**src/rtl/snap_vacc_ctrl_seq.sv**
```systemverilog
// Snapshot capture sequencer: arms on a rising edge of the software arm bit,
// optionally waits for an external trigger, then writes a fixed-length burst
// of accumulator samples into the snapshot BRAM and reports status.
module snap_vacc_ctrl_seq #(
   parameter int ADDR_W = 11,
   parameter int DATA_W = 32
) (
   input  logic              user_clk,
   input  logic              user_rst,
   input  logic [31:0]       ctrl_word,
   input  logic [DATA_W-1:0] din,
   input  logic              din_valid,
   input  logic              din_trig,
   output logic [ADDR_W-1:0] bram_addr,
   output logic [DATA_W-1:0] bram_data,
   output logic              bram_we,
   output logic [31:0]       status
);

   typedef enum logic [1:0] {IDLE, ARMED, CAPTURE, DONE} state_t;

   // wcount value at which the final word of a capture is being written
   localparam logic [ADDR_W:0] LAST = {1'b0, {ADDR_W{1'b1}}};

   state_t            state, state_nxt;
   logic [ADDR_W:0]   wcount, wcount_nxt;
   logic              arm_d;
   logic              arm_blk;   // set by reset, cleared once arm is seen low
   logic              arm_edge;
   logic              accept;
   logic [31:0]       status_nxt;
   logic              ctrl_unused;

   wire trig_mode = ctrl_word[1];
   wire we_mode   = ctrl_word[2];
   wire abort     = ctrl_word[3];

   assign ctrl_unused = ^ctrl_word[31:4];

   // An arm bit held high through reset must not look like a fresh edge,
   // so edges are suppressed until arm has been observed low once.
   assign arm_edge = ctrl_word[0] & ~arm_d & ~arm_blk;

   // Next-state, write acceptance and word-count update
   always_comb begin
      state_nxt  = state;
      wcount_nxt = wcount;
      accept     = 1'b0;
      case (state)
         IDLE, DONE: begin
            if (state == DONE && abort) begin
               state_nxt = IDLE;
            end else if (arm_edge && !abort) begin
               wcount_nxt = '0;
               state_nxt  = trig_mode ? ARMED : CAPTURE;
            end
         end
         ARMED: begin
            if (abort) begin
               state_nxt = IDLE;
            end else if (din_valid && din_trig) begin
               // the trigger sample itself becomes word 0
               accept    = 1'b1;
               state_nxt = CAPTURE;
            end
         end
         CAPTURE: begin
            if (abort) begin
               state_nxt = IDLE;
            end else if (we_mode || din_valid) begin
               accept = 1'b1;
               if (wcount == LAST) state_nxt = DONE;
            end
         end
         default: state_nxt = IDLE;
      endcase
      if (accept) wcount_nxt = wcount + 1'b1;
   end

   // Status is built from next-state values so done rises with the last write
   always_comb begin
      status_nxt     = 32'(wcount_nxt);
      status_nxt[31] = (state_nxt == DONE);
      status_nxt[30] = (state_nxt == ARMED) || (state_nxt == CAPTURE);
      status_nxt[29] = (state_nxt == ARMED);
   end

   // State, counters and the single-stage BRAM write pipeline
   always_ff @(posedge user_clk) begin
      if (user_rst) begin
         state     <= IDLE;
         wcount    <= '0;
         arm_d     <= 1'b0;
         arm_blk   <= 1'b1;
         bram_we   <= 1'b0;
         bram_addr <= '0;
         bram_data <= '0;
         status    <= '0;
      end else begin
         state   <= state_nxt;
         wcount  <= wcount_nxt;
         arm_d   <= ctrl_word[0];
         arm_blk <= arm_blk & ctrl_word[0];
         bram_we <= accept;
         if (accept) begin
            bram_addr <= wcount[ADDR_W-1:0];
            bram_data <= din;
         end
         status  <= status_nxt;
      end
   end

endmodule

```
**config.mk**
```make
export PLATFORM = sky130hd
export DESIGN_NAME = snap_vacc_ctrl_seq
export DESIGN_NICKNAME = d
export VERILOG_FILES = /design/src/rtl/snap_vacc_ctrl_seq.sv
export SDC_FILE = /design/constraint.sdc
export NUM_CORES = 1
export LEC_CHECK = 0
export ABC_AREA = 1
export ABC_CLOCK_PERIOD_IN_PS = 2200
export BUFFER_PORTS_ARGS = -buffer_cell sky130_fd_sc_hd__buf_2
export CORE_MARGIN = 3
export CORE_UTILIZATION = 45
export CTS_CLUSTER_DIAMETER = 120
export CTS_CLUSTER_SIZE = 8
export DETAILED_ROUTE_END_ITERATION = 8
export GPL_ROUTABILITY_DRIVEN = 0
export HOLD_SLACK_MARGIN = 0.1
export PLACE_DENSITY = 0.77
export SLEW_MARGIN = 20
export SYNTH_ARGS = -nofsm -noshare
export SYNTH_HDL_FRONTEND = slang
export SYNTH_SLANG_ARGS = --single-unit
export TNS_END_PERCENT = 5
```
**constraint.sdc**
```tcl
create_clock -name user_clk -period 2.2 [get_ports user_clk]
set_clock_uncertainty 0.15 [all_clocks]
set_input_delay 0.55 -clock user_clk [delete_from_list [all_inputs] [get_ports user_clk]]
set_output_delay 0.55 -clock user_clk [all_outputs]
set_load 0.01 [all_outputs]
```
# Word-level counts from Yosys, hierarchy flattened
# Cells that the tools add are included.
# W data, S select, Z words.
[word_totals]
output_inout_bits = 76
word_cells = 48
ram_bits = 0
n_memories = 0
latchBits = 0
register_bits = 92
mem_bits_ro = 0
input_bits = 68
[op_classes]
n_reduce_logical = 8
order_cmp = 0
n_bitwise = 5
n_eq_ne = 7
n_mul = 0
n_mux = 18
div_mod_pow = 0
n_shift = 0
addsub = 1
[op_table]
columns = ["operator", "n"]
rows = [
  ["$mux W12", 4],
  ["$mux W2", 8],
  ["$add A12 B1 Y12 const B", 1],
  ["$eq A12 B11 Y1 const B", 1],
  ["$eq A2 B2 Y1 const B", 4],
  ["$pmux W2 S3", 1],
  ["$eq A2 B1 Y1 const B", 2],
  ["$mux W1", 4],
  ["$and A1 B1 Y1", 3],
  ["$logic_and A1 B1 Y1", 3],
  ["$logic_not A2 Y1", 1],
  ["$logic_or A1 B1 Y1", 2],
  ["$not A1 Y1", 2],
  ["$pmux W1 S2", 1],
  ["$reduce_or A2 Y1", 1],
  ["$logic_not A1 Y1", 1],
]

# Longest topological paths before layout
# Gate-level depths: netlist (run 1).
[logic_depth]
word_depth = 9
ltp_mapped = 12
ltp_nobuf = 12

# Worst setup path after synthesis (run 1)
# Ideal clock, no wire load.
[synth_path]
path_type = "register to register"
from = "register, netlist name status[0]"
to = "register status[30]"
required_time_ns = 1.937
path_buffers = 0
t_arrival_ns = 1.524
period_less_slack_ns = 1.787
path_slack_ns = 0.413
setup_time_ns = 0.113
path_stages_with_launch = 11
path_cell_list = "dfxtp_1 ha_1 nand2_1 nor2_2 nand3_2 o21ai_1 nand2_1 nand2_1 inv_1 ha_1 nor2_1"
[synth_lines]
columns = ["item", "line_no", "source"]
rows = [
  ["end signal, assigned", "109", "status <= status_nxt;"],
  ["end, declared", "17", "output logic [31:0] status"],
]

# Worst setup path in the final report (run 1)
[layout_path]
from = "register state[0]"
to = "register status[30]"
[layout_between]
elab_chain_len = 6
word_cells_on_any_way = 17
cone_classes = "5 x eq/ne; 8 x mux; 4 x reduce/logical"
[layout_rtl]
columns = ["item", "line_no", "source"]
rows = [
  ["start, declared", "25", "state_t state, state_nxt;"],
  ["start signal, assigned", "100", "state <= state_nxt;"],
  ["$mux W2 / $eq A2 B2 Y1 (equally long branches)", "72, 49, 51", ""],
  ["$mux W2 / $logic_and A1 B1 Y1 (equally long branches)", "70, 51", ""],
  ["$mux W2, on equally long branches", "68, 51", ""],
  ["$pmux W2 S3 (*)", "49", "case (state)"],
  ["via state_nxt[0]", "25", ""],
  ["$eq A2 B1 Y1 / $eq A2 B2 Y1 (equally long branches)", "84", "status_nxt[30] = (state_nxt == ARMED) || (state_nxt == CAPTURE);"],
  ["$logic_or A1 B1 Y1 (*)", "84", ""],
]
# Mark *: on every way through the listed nets, which the timed path passes. The rest lies on a longest branch.
# A chain may end at the register's enable or synchronous reset.

==> metrics.log, run 1 <==
INFO  metric number_of_enable_flip_flop_cells_after_synthesis = 0
INFO  metric min_delay_path_depth = 2
INFO  metric n_fill_cell = between 500 and 600
INFO  metric postSynthAreaPerCell = about 7.6 µm²
INFO  metric synthAdderAreaFrac = 2.687%
INFO  metric wl_per_cell = 11.37 µm
INFO  metric status = finished, final reports clean
INFO  metric intPower = 1719 µW
INFO  metric post-synth-top-count-cell = nor2_1
INFO  metric layout_worst_path_cycle_share = 89.01%
INFO  metric number_of_global_route_vias_before_repair = 2312
INFO  metric combinational_family_with_the_most_area_after_synthesis = simple AND/OR/NAND/NOR gates
INFO  metric global_route_wire_length_before_repair = between 10000 and 15000 µm
INFO  metric crit_path_end_kind = flop
INFO  metric routed-via-count = 2546
INFO  metric hold_path_class = flop to flop
INFO  metric ios = ~140
INFO  metric area.sequential = 0.001261 mm²
INFO  metric synth.distinct_cells = 31
INFO  metric critical_path.reg2reg.endpoint = status[30]$_SDFF_PP0_
INFO  metric cp_data_arrival_time = 2.07 ns
INFO  metric die_area = 0.007190 mm²
INFO  metric combinational_power_share = approximately 5.9%
INFO  metric switching_share_of_power = 22.83%
INFO  metric clock_tree_from_tritoncts = done
INFO  metric synth_xor_area_share = 0%
INFO  metric hold_path_startpoint = arm_blk$_SDFF_PP1_
INFO  metric reg2reg_slack = 0.24 ns
INFO  metric clock_sink_count = 63
INFO  metric io_buffer_count = 98
INFO  metric p_per_area = 652.2 mW/mm²
INFO  metric final_max_tran_viols = 0
INFO  metric timing.fmax = approximately 0.5 GHz
INFO  metric power.clock.fraction = 42.4%
INFO  metric cp-start-kind = flop
INFO  metric yosys-top-cells-count = 103 x nor2_1, 63 x dfxtp_1, 44 x nand2_1, 44 x o21ai_0, 21 x buf_4
INFO  metric setup_tns = 0 ns
INFO  metric cts_made_buffers = 9
INFO  metric clock_transition_time_at_the_flip_flop_clock_pins_of_the_worst_setup_and_hold_paths = 0.07 ns
INFO  metric std_cell_rows = 28
INFO  metric cts-hold-fix-buffers = 0
INFO  metric timing.final.crit_period = slightly below 2 ns
INFO  metric fp.dieW = 84.80 µm
INFO  metric nNetsFinal = 537
INFO  metric synth_sequential_area_ratio = roughly 45%
INFO  metric viasPerCell = 4.689
INFO  metric drt-initial-drc-count = 137
INFO  metric cts.root.buffer_cell = clkbuf_8
INFO  metric hold_slack = 0.3014 ns
INFO  metric netlist.area_leader.share = 45.14%
INFO  metric synth-compound-area-share = 13.48%
INFO  metric multi_input_comb_area = 0.001246 mm²
INFO  metric unrepaired_setup_endpoints_after_global_routing = false
INFO  metric cts_htree_levels = 3
INFO  metric synthSimpleGateAreaFrac = 26.15%
INFO  metric setup-violations-final = 0
INFO  metric crit-reg2reg-launch = state[0]$_SDFF_PP0_
INFO  metric wirelength = 6175 µm
INFO  metric chipHeight = 84.80 µm
INFO  metric synth_top_cell_by_area = dfxtp_1
INFO  metric number_of_storage_elements_in_the_synthesis_netlist = 63
INFO  metric gr-total-overflow = 0
INFO  metric vdd_drop_max = 0.3672 mV
INFO  metric r2r_cells = 9
INFO  metric netlist_top_cells_area = dfxtp_1 45%, nor2_1 14%, o21ai_0 7.9%
INFO  metric route.antenna.remaining_nets = 0
INFO  metric maximum_number_of_pins_on_one_net_before_global_route_repair = 56
INFO  metric crit_path_max_fanout = 4
INFO  metric netlist_instances = 368
INFO  metric netlist_area = 0.002794 mm²
INFO  metric placeableCoreArea = 0.005956 mm²
INFO  metric required = 2.31 ns
INFO  metric p_sw = 508.6 µW
INFO  metric antenna_cells = 0
INFO  metric crit_path_kind = flop to flop
INFO  metric hpwl = 4257 µm
INFO  metric maxCapViolCount = 0
INFO  metric area_delta_synth_final = 22.26%
INFO  metric detail_route.drc_violations = 0
INFO  metric grtUsageTotal = 17.34%
INFO  metric cts_post_setup_buffers_inserted = 0
INFO  metric detail_route.first_pass.iterations = 4
INFO  metric final_hold_vios = 0
INFO  metric p_leak = about 0.0016 µW
INFO  metric start_util = between 40% and 50%
INFO  metric postCtsResizedCells = 0
INFO  metric ys.warnings.count = 0
INFO  metric clock_latency = 0.32 ns
INFO  metric ctsLongestPathBuffers = 2
INFO  metric seq_power_share = 51.7%
INFO  metric post_synth_mux_area_share = 0%
INFO  metric min_delay_endpoint = arm_blk$_SDFF_PP1_
INFO  metric drive_gt1_share = 29.06%
INFO  metric synth-main-ff-cell = dfxtp_1
INFO  metric synth-async-reset-ratio = 0%
INFO  metric antenna_found_initial = 0
## layout make-up
class,instances,share of cell area [%]
clock buffer,10,3.736
clock inverter,6,1.795
inverter,20,2.344
multi-input combinational,267,36.48
sequential,63,36.92
tap,75,2.747
timing repair buffer,102,15.97
## through the flow
stage               setup WS, ns  utilization (%)  instances  power, µW  area, µm²
finish                    0.2417            57.35        543       2228       3416
global route             0.03860            57.35        543       2346       3416
CTS                       0.2432            57.35        543       2276       3416
detailed placement        0.2473            54.18        527       1306       3227
global placement          0.3246            54.18        527       1304       3227
floorplan                 0.4128                -        384       1276       2854
## state kept, by name (all words and copies together), names as in the netlist
| signal | flops |
|---|---|
| arm_blk | 1 |
| arm_d | 1 |
| bram_addr | 11 |
| bram_data | 32 |
| bram_we | 1 |
| state | 2 |
| status | 15 |
## kinds of logic after synthesis
group	after synthesis
and+or+nand+nor	177
AOI/OAI and AO/OA	67
DFF	63
buffers and inverters	54
adders and majority gates	6
other	1
## power by group through the flow
stage               registers (µW)  clock network (µW)  logic [µW]
floorplan                     1180                   0        96.5
global placement              1180                   0         127
detailed placement            1180                   0         129
CTS                           1150                 995         129
global route                  1150                1050         149
finish                        1150                 946         130
## cells in the final DEF, fill, tap and decap left out, types with 2 or more instances in the layout
cell / instances
nor2_1: 103
buf_2: 98
a21oi_2: 5
nor3_1: 2
nand2_1: 44
nand3_1: 16
dfxtp_1: 63
nand2_2: 2
o21ai_2: 4
o21ai_0: 44
a21boi_0: 2
o21ai_1: 4
nor2_2: 2
buf_4: 2
inv_1: 17
ha_1: 6
clkinv_2: 3
clkbuf_8: 9
a21oi_1: 7
nand4_1: 4
conb_1: 17
buf_12: 2
## worst max-delay path by stage
| stage | cells after the start | from | endpoint |
|---|---|---|---|
| 4_1_cts | 9 | state[0]$_SDFF_PP0_ | status[30]$_SDFF_PP0_ |
| 5_1_grt | 10 | status[1]$_SDFFE_PP0P_ | status[30]$_SDFF_PP0_ |
| 3_5_place_dp | 9 | state[0]$_SDFF_PP0_ | status[30]$_SDFF_PP0_ |
| 6_report | 9 | state[0]$_SDFF_PP0_ | status[30]$_SDFF_PP0_ |
| 3_3_place_gp | 10 | status[0]$_SDFFE_PP0P_ | status[30]$_SDFF_PP0_ |
| 2_1_floorplan | 10 | status[0]$_SDFFE_PP0P_ | status[30]$_SDFF_PP0_ |
## critical path, cell delays in order, from the launching register on
cell and delay (ns):
dfxtp_1 0.37, inv_1 0.08, ha_1 0.36, nor2_4 0.17, nand2_1 0.07, a21oi_1 0.14, nand2_1 0.11, nand2_1 0.10
ha_1 0.23, nor2_1 0.11
## layer usage
metal	GRT usage, %	vias to the layer above	part of all wire (%)
met5	0	-	0
met4	5.899	0	0.42
met3	5.005	4	6.9
met2	28.33	84	46
met1	21.92	1130	47
li1	-	1328	-
Note: power is estimated with default switching activity, not from simulation.
==> run 2: changes to the inputs <==
- CELL_PAD_IN_SITES_DETAIL_PLACEMENT: default -> 0
- CELL_PAD_IN_SITES_GLOBAL_PLACEMENT: default -> 1
- CORE_UTILIZATION: 45 -> 31
==> run 2 against run 1 <==
Net effect:
- largest power group is now the clock network
- combinational power hardly changed
- non-clock buffer count is 2 higher
- core utilization shrank 17 points
- largest cell class unchanged
==> metrics.log, run 2 (same netlist as run 1, synthesis figures left out) <==
INFO  metric crit_path_max_fanout = 39 (+35)
INFO  metric crit_path_kind = flop to flop
INFO  metric crit_path_end_kind = flop
INFO  metric layout.cells.most_common_list = 103 x nor2_1, 98 x buf_2, 63 x dfxtp_1
INFO  metric setup_tns = 0 ns (unchanged)
INFO  metric clock_latency = 0.33 ns (about the same)
INFO  metric global_route_wire_length_before_repair = 11010 µm (+7.6%)
INFO  metric p_leak = 0.001665 µW (+1.6%)
INFO  metric std_cell_rows = 34 (+21%)
INFO  metric io_buffer_count = 98 (unchanged)
INFO  metric finish.utilization = 40.47% (-17 points)
INFO  metric ctsLongestPathBuffers = 2 (unchanged)
INFO  metric p_per_area = 711.7 mW/mm² (+9.1%)
INFO  metric cts_made_buffers = 9 (unchanged)
INFO  metric final_common_cell = nor2_1
INFO  metric routed-via-count = 2561 (+0.59%)
INFO  metric final_hold_vios = 0 (unchanged)
INFO  metric maxCapViolCount = 0 (unchanged)
INFO  metric final_design_area_no_fill = 0.003530 mm² (+3.3%)
INFO  metric p_total = 2512 µW (+13%)
INFO  metric cts_post_setup_buffers_inserted = 0 (unchanged)
INFO  metric min_delay_path_depth = 3 (+1)
INFO  metric timing.final.crit_period = 1.995 ns (+0.03708 ns)
INFO  metric largest_reg_flops = 32 (unchanged)
INFO  metric viasPerCell = 4.431 (-5.5%)
INFO  metric p_sw = 527.9 µW (+3.8%)
INFO  metric hold_path_class = primary input to flop
INFO  metric r2r_cells = 8 (-1)
INFO  metric unrepaired_setup_endpoints_after_global_routing = false
INFO  metric fp.dieW = 100.9 µm (+19%)
INFO  metric die_area = 0.01019 mm² (+42%)
INFO  metric intPower = 1984 µW (+15%)
INFO  metric combinational_power_share = 5.2% (-0.7 points)
INFO  metric final_max_tran_viols = 0 (unchanged)
INFO  metric start_util = 32.04% (-15 points)
INFO  metric cts_htree_levels = 3 (unchanged)
INFO  metric detail_route.first_pass.iterations = 4 (unchanged)
INFO  metric placeableCoreArea = 0.008721 mm² (+46%)
INFO  metric seq_power_share = 45.8% (-5.9 points)
INFO  metric vdd_drop_max = 0.2440 mV (-34%)
INFO  metric clock_tree_from_tritoncts = done
INFO  metric antenna_cells = 0 (unchanged)
INFO  metric ios = 144 (unchanged)
INFO  metric cp-start-kind = flop
INFO  metric route.antenna.remaining_nets = 0 (unchanged)
INFO  metric hold_slack = 0.3001 ns (-0.001263 ns)
INFO  metric nNetsFinal = 539 (+0.37%)
INFO  metric clock_sink_count = 63 (unchanged)
INFO  metric antenna_found_initial = 0 (unchanged)
INFO  metric setup-violations-final = 0 (unchanged)
INFO  metric switching_share_of_power = 21.02% (-1.8 points)
INFO  metric postPlaceCellArea = 0.003283 mm² (+1.7%)
INFO  metric biggestRegsByFlops = bram_data (32), status (15), bram_addr (11)
INFO  metric postCtsResizedCells = 0 (unchanged)
INFO  metric register_name_with_the_most_flops = bram_data
INFO  metric cts-hold-fix-buffers = 0 (unchanged)
INFO  metric grtUsageTotal = 13.35% (-4.0 points)
INFO  metric chipHeight = 100.9 µm (+19%)
INFO  metric gr-total-overflow = 0 (unchanged)
INFO  metric maximum_number_of_pins_on_one_net_before_global_route_repair = 56 (unchanged)
INFO  metric n_fill_cell = 942 (+61%)
INFO  metric power.clock.fraction = 49.0% (+6.6 points)
INFO  metric layout_worst_path_cycle_share = 90.70% (+1.7 points)
INFO  metric detail_route.drc_violations = 0 (unchanged)
INFO  metric timing.fmax = 0.5012 GHz (-1.9%)
INFO  metric number_of_global_route_vias_before_repair = 2426 (+4.9%)
INFO  metric required = 2.32 ns (about the same)
INFO  metric drive_gt1_share = 29.36% (+0.30 points)
INFO  metric area_delta_synth_final = 26.33%
INFO  metric cts.root.buffer_cell = clkbuf_8
INFO  metric status = finished, final reports clean
INFO  metric hpwl = 4624 µm (+8.6%)
INFO  metric clock_transition_time_at_the_flip_flop_clock_pins_of_the_worst_setup_and_hold_paths = 0.07 ns (about the same)
INFO  metric cp_data_arrival_time = 2.11 ns (+0.04 ns)
INFO  metric drt-initial-drc-count = 88 (-36%)
INFO  metric wl_per_cell = 11.47 µm (+0.84%)
INFO  metric wirelength = 6628 µm (+7.3%)
run 2: cell type report:
cell class / count / area, µm² / share of cell area (%)
sequential: 63 / 1261 / 35.73
multi-input combinational: 267 / 1246 / 35.31
timing repair buffer: 104 / 560.5 / 15.88
clock buffer: 11 / 141.4 / 4.006
tap: 108 / 135.1 / 3.828
clock inverter: 5 / 105.1 / 2.978
inverter: 20 / 80.08 / 2.269
run 2: stage by stage:
stage                     instances  worst slack [ns]
after detailed placement        562            0.2081
after floorplan                 384            0.4128
after CTS                       578            0.1905
final                           578            0.2046
after global routing            578           0.02452
after global placement          562            0.2224
run 2: layer usage:
metal | global-route usage, % | vias up | share of wire (%)
met2 | 21.42 | 90 | 44
met1 | 17.13 | 1122 | 46
met4 | 5.215 | 0 | 1.3
met3 | 3.460 | 13 | 8.6
met5 | 0 | - | 0
li1 | - | 1336 | -
run 2: power groups by stage:
stage          clock network [µW]  registers (µW)  logic (µW)
2_1_floorplan                   0            1180        96.5
3_3_place_gp                    0            1180         129
3_5_place_dp                    0            1180         130
4_1_cts                      1280            1150         131
5_1_grt                      1320            1150         150
6_report                     1230            1150         130
run 2: worst paths after layout:
path	from	endpoint	slack, ns
worst max register to register	state[0]$_SDFF_PP0_	bram_data[5]$_SDFFE_PP0P_	0.20
worst min register to register	arm_blk$_SDFF_PP1_	arm_blk$_SDFF_PP1_	0.31
worst max-delay path	state[0]$_SDFF_PP0_	bram_data[5]$_SDFFE_PP0P_	0.20
worst min-delay path	din[7]	bram_data[7]$_SDFFE_PP0P_	0.30
run 2: worst max-delay path, stage by stage (launching register included):
cell	delay [ns]
dfxtp_1	0.39
inv_1	0.08
ha_1	0.35
nor2_4	0.16
nand2_4	0.17
inv_6	0.30
buf_12	0.19
nor2_1	0.04
nor2_1	0.09
